`src/rtl/plic_core.sv`:
```
// plic_core: gateways, priority arbitration and claim/complete
// handshake driving one hart interrupt line.
module plic_core #(
    parameter  int NSRC   = 8,
    parameter  int PRIO_W = 5,
    localparam int IDW    = $clog2(NSRC + 1)
) (
    input  logic                   clk,
    input  logic                   rst,
    input  logic [NSRC-1:0]        int_src_i,
    input  logic [NSRC-1:0]        edge_mode_i,
    input  logic [NSRC-1:0]        en_i,
    input  logic [NSRC*PRIO_W-1:0] prio_i,
    input  logic [PRIO_W-1:0]      thres_i,
    input  logic                   claim_req_i,
    input  logic                   complete_req_i,
    input  logic [IDW-1:0]         complete_id_i,
    output logic [IDW-1:0]         claim_id_o,
    output logic [NSRC-1:0]        ip_o,
    output logic                   irq_o
);

    logic [NSRC-1:0] s1_q, s2_q, s3_q;
    logic [NSRC-1:0] pend_q, pend_d;
    logic [NSRC-1:0] insvc_q, insvc_d;
    logic [IDW-1:0]  best_id_q, best_id_d;
    logic [IDW-1:0]  claim_id_q, claim_id_d;
    logic            irq_q, irq_d;

    logic [NSRC-1:0] trig;
    logic [NSRC-1:0] gate_open;
    logic [NSRC-1:0] claim_mask;
    logic [NSRC-1:0] cmpl_mask;
    logic [NSRC-1:0] elig;
    logic [PRIO_W-1:0] best_prio;
    logic            found;
    logic            claim_fire;

    // Synchroniser chain; s3 is only used for rising-edge detection
    always_ff @(posedge clk) begin
        if (rst) begin
            s1_q <= '0;
            s2_q <= '0;
            s3_q <= '0;
        end else begin
            s1_q <= int_src_i;
            s2_q <= s1_q;
            s3_q <= s2_q;
        end
    end

    assign claim_fire = claim_req_i && (best_id_q != '0);

    // Per-source trigger, gateway state and claim/complete one-hot masks
    always_comb begin
        trig       = '0;
        gate_open  = '0;
        claim_mask = '0;
        cmpl_mask  = '0;
        for (int i = 0; i < NSRC; i++) begin
            trig[i]       = edge_mode_i[i] ? (s2_q[i] & ~s3_q[i]) : s2_q[i];
            gate_open[i]  = ~pend_q[i] & ~insvc_q[i];
            claim_mask[i] = claim_fire && (best_id_q == IDW'(i + 1));
            cmpl_mask[i]  = complete_req_i && (complete_id_i == IDW'(i + 1));
        end
    end

    // Pending and in-service next state; a claim of the same ID wins
    // over a complete because that ID is not yet in service
    always_comb begin
        pend_d  = (pend_q | (gate_open & en_i & trig)) & ~claim_mask;
        insvc_d = (insvc_q & ~cmpl_mask) | claim_mask;
    end

    // Arbitration: highest priority wins, strict compare keeps lowest ID on ties
    always_comb begin
        elig      = '0;
        best_id_d = '0;
        best_prio = '0;
        found     = 1'b0;
        for (int i = 0; i < NSRC; i++) begin
            elig[i] = pend_q[i] & en_i[i] & ~claim_mask[i]
                    & (prio_i[i*PRIO_W +: PRIO_W] > thres_i);
            if (elig[i] && (!found || prio_i[i*PRIO_W +: PRIO_W] > best_prio)) begin
                found     = 1'b1;
                best_prio = prio_i[i*PRIO_W +: PRIO_W];
                best_id_d = IDW'(i + 1);
            end
        end
        irq_d = found;
    end

    // Claim result is held until the next claim strobe
    always_comb begin
        claim_id_d = claim_id_q;
        if (claim_req_i) begin
            claim_id_d = best_id_q;
        end
    end

    // Gateway, arbitration and claim state registers
    always_ff @(posedge clk) begin
        if (rst) begin
            pend_q     <= '0;
            insvc_q    <= '0;
            best_id_q  <= '0;
            claim_id_q <= '0;
            irq_q      <= 1'b0;
        end else begin
            pend_q     <= pend_d;
            insvc_q    <= insvc_d;
            best_id_q  <= best_id_d;
            claim_id_q <= claim_id_d;
            irq_q      <= irq_d;
        end
    end

    assign claim_id_o = claim_id_q;
    assign ip_o       = pend_q;
    assign irq_o      = irq_q;

endmodule

```
`config.mk`:
```
export PLATFORM = sky130hd
export DESIGN_NAME = plic_core
export DESIGN_NICKNAME = d
export VERILOG_FILES = /design/src/rtl/plic_core.sv
export SDC_FILE = /design/constraint.sdc
export NUM_CORES = 1
export LEC_CHECK = 0
export BUFFER_PORTS_ARGS = -buffer_cell sky130_fd_sc_hd__buf_2
export CORE_ASPECT_RATIO = 0.6
export CORE_UTILIZATION = 40
export DETAILED_ROUTE_END_ITERATION = 10
export HOLD_SLACK_MARGIN = 0.02
export PLACE_DENSITY = 0.62
export SYNTH_ARGS = -nofsm -noshare
export SYNTH_HDL_FRONTEND = slang
export SYNTH_SLANG_ARGS = --single-unit
```
`constraint.sdc`:
```
create_clock -name clk -period 11.67 [get_ports clk]
set_input_delay 1.167 -clock clk [delete_from_list [all_inputs] [get_ports clk]]
set_output_delay 1.167 -clock clk [all_outputs]
set_load 0.05 [all_outputs]
```
==> results.sh <==
export IMPL_wirelength_um=12800
export IMPL_layout_setup_ws_ns=-0.152
export IMPL_vias_per_cell=5.52
export IMPL_async_flop_share_pct=0
export IMPL_drive_gt1_share_pct=35.4
export IMPL_p_leak_nw=2.48
export IMPL_finalHoldViolCount=0
export IMPL_yosys_warnings=0
export IMPL_total_power_w=0.000461
export IMPL_cts_sinks=49
export IMPL_status="finished with violations"
export IMPL_cp_data_arrival_time_ns=12.04
export IMPL_cts_made_buffers=5
export IMPL_dieArea_um2=10400
export IMPL_period_share_pct=101
export IMPL_setup_tns_ns=-0.478
export IMPL_hp_class="reg -> reg"
export IMPL_synth_compound_area_share_pct=23.6
export IMPL_rsz0062_at_grt="yes"
export IMPL_ys_ff_latch=49
export IMPL_synth_top_family_by_area="compound AO/OA/AOI/OAI gates"
export IMPL_synth_cell_type_count=66
export IMPL_synth_area_mux_share_pct=2.16
export IMPL_grt_ovfl_total=0
export IMPL_fin_skew_ns=0.00459
export IMPL_seqPwrFrac_pct=37.9
export IMPL_grt_max_degree=48
export IMPL_grt_pass1_wl_um=19400
export IMPL_synth_fa_ha_area_share_pct=23.5
export IMPL_post_place_cells=725
export IMPL_maxSlewHeadroom_pct=45.0
export IMPL_clockBufferDepth=2
export IMPL_start_util_pct=42.4
export IMPL_diodes=0
export IMPL_synth_nets=621
export IMPL_grt_pass1_vias=3910
export IMPL_portBuffers=89
export IMPL_worstSetupPathType="in -> reg"
export IMPL_drtIter0Drc=324
export IMPL_drc=0
export IMPL_dp_hpwl_um=10200
export IMPL_ys_flop_type="dfxtp_1"
export IMPL_clkSlewWorstSetupHoldPaths_ns=0.07
export IMPL_antenna_found_initial=0
export IMPL_p_int_w=0.000330
export IMPL_clockPowerShare_pct=35.5
export IMPL_wl_per_cell_um=17.1
export IMPL_cts_tree="yes"
export IMPL_fin_cells=745
export IMPL_critical_path_max_fanout=6
export IMPL_grt_usage_pct=24.4
export IMPL_ir_drop_uv=82.1
export IMPL_die_h_um=79.4
export IMPL_maxSlewViolCount=0
export IMPL_whs_ns=0.436
export IMPL_slowest_stage="a211oi_4"
export IMPL_syn_area_um2=4000
export IMPL_postRouteAntennaNets=0
export IMPL_fin_crit_ns=11.82
export IMPL_ys_seq_area_share_pct=24.5
export IMPL_fin_nets=766
export IMPL_p_comb_share_pct=26.5
export IMPL_worstSkewPairLatency_ns=0.29
export IMPL_p_per_area_nw_per_um2=83.6
export IMPL_violations="setup timing"
export IMPL_sw_frac_of_total_pct=28.5
export IMPL_postSynthAreaPerCell_um2=8.52
export IMPL_rows=27
export IMPL_htree_num_levels=2
export IMPL_core_area_um2=9430
export IMPL_cts_root_buf="clkbuf_16"
export IMPL_worst_pin_slew_ns=0.825
export IMPL_globalplace_congestion=0.892
export IMPL_syn_inst=469
export IMPL_synth_xor_area_share_pct=0
export IMPL_area_growth_pct=37.9
export IMPL_slowest_delay_ns=0.38
export IMPL_synth_edff_count=0
export IMPL_critPathLaunchType="input port"
export IMPL_worstPathRequired_ns=11.89
export IMPL_setup_violations=4
export IMPL_hold_buffers=0
export IMPL_p_sw_w=0.000131
export IMPL_fin_util_pct=58.5
export IMPL_maxCapViolCount=0
export IMPL_io_pins=90
export IMPL_drtPass1Iterations=5
export IMPL_endpoint_kind="flop"
export IMPL_cp_common_cell="ha_1"
export IMPL_fmax_ghz=0.0846
export IMPL_synthSimpleGateAreaFrac_pct=22.4
export IMPL_nFillCells=871
export IMPL_chipWidth_um=131
export IMPL_vias=4112
-- repair_timing --
action / 4_1_cts / 5_1_grt
endpoints found under the setup margin: 4 / 4
pin swaps: 12 / 17
cloned: 1 / 0
buffers inserted: 6 / 5
gates resized for setup: 7 / 30
-- final cells by class --
class                      count  area (um^2)  share of cell area, %
clock inverter                 3         46.3                  0.840
timing repair buffer         147          887                   16.1
tap                          130          163                   2.95
sequential                    49          981                   17.8
multi-input combinational    382         3200                   58.0
clock buffer                   5          125                   2.27
inverter                      29          113                   2.04
-- power by group through the flow --
stage	logic (W)	registers (W)	clock network [W]
floorplan	0.0000621	0.000182	0
finish	0.000122	0.000175	0.000164
global placement	0.000107	0.000179	0
CTS	0.000113	0.000175	0.000168
detailed placement	0.000110	0.000179	0
global route	0.000135	0.000175	0.000175
-- final timing paths --
kind,start,slack [ns],cells after the start,end
max,thres_i[4],-0.15,59,best_id_q[2]
min,s1_q[2],0.44,1,s2_q[2]
max reg2reg,best_id_q[0],0.98,56,best_id_q[2]
min reg2reg,s1_q[2],0.44,1,s2_q[2]
-- per-layer routing --
metal	up-vias	routed length (um)	GRT usage, %
li1	2035	-	-
met1	1906	6590	37.3
met5	-	0	0
met3	16	832	4.16
met4	0	171	2.87
met2	155	5160	36.2
-- placed cells by master (no fill, tap or decap), types with 7 or more instances in the layout --
master and n:
a211oi_1 13, a21o_1 10, a21oi_1 29, and3_1 7, buf_2 88, buf_4 58, dfxtp_1 49, ha_1 66
ha_4 7, inv_1 28, nand2_1 34, nand2b_1 7, nand3_1 8, nand4_1 7, nor2_1 23, nor2b_1 32
o21a_1 9, o21ai_0 10, o31a_1 8
-- sequential cells by signal, indices dropped and copies added, names as in the netlist --
signal,flops
insvc_q,8
claim_id_o,4
irq_o,1
best_id_q,4
s3_q,8
s1_q,8
s2_q,8
ip_o,8
-- Yosys cell counts, drive strengths merged (3+ instances only) --
library cell	n	area share [%]
clkbuf	6	0.56
o21bai	3	0.56
or3b	3	0.72
nand4	7	1.1
o21a	9	1.7
dfxtp	49	25
o211a	5	1.3
a31oi	3	0.47
mux2	5	1.4
and3	8	1.3
a21oi	32	4.1
and2	5	0.78
buf	4	0.59
a21o	10	1.9
nand2	39	3.8
nor3	6	0.75
o21ai	16	2.0
mux2i	3	0.75
o22ai	4	0.63
a22oi	6	1.1
nand2b	7	1.1
or2	10	1.6
a32oi	4	0.88
a221oi	3	0.66
o31a	8	1.8
nand3	9	1.1
a211oi	16	3.1
ha	75	23
inv	29	2.7
o211ai	3	0.56
nor2b	33	5.2
nor2	25	2.5
-- logic make-up (layout without fill, tap and decap cells) --
kind of cell             after synthesis  in the layout
flip-flops                            49             49
AO/OA/AOI/OAI                        134            135
buffers and inverters                 39            184
AND/OR/NAND/NOR                      164            164
adder cells (fa/ha/maj)               75             75
multiplexers                           8              8
-- metrics by stage --
step                      instance area, um^2  setup slack [ns]
final                                    5510            -0.152
after global routing                     5510            -0.653
after CTS                                5280            0.0114
after detailed placement                 5010            -0.468
after global placement                   5010            -0.115
after floorplan                          4120           -0.0685
-- critical path, delay by kind of cell --
kind	cells	cell delay, ns
AO/OA/AOI/OAI	27	4.75
adder cells (fa/ha/maj)	8	2.20
buffers and inverters	2	0.17
multiplexers	1	0.37
AND/OR/NAND/NOR	21	3.37
(Power assumes the default switching activity.)
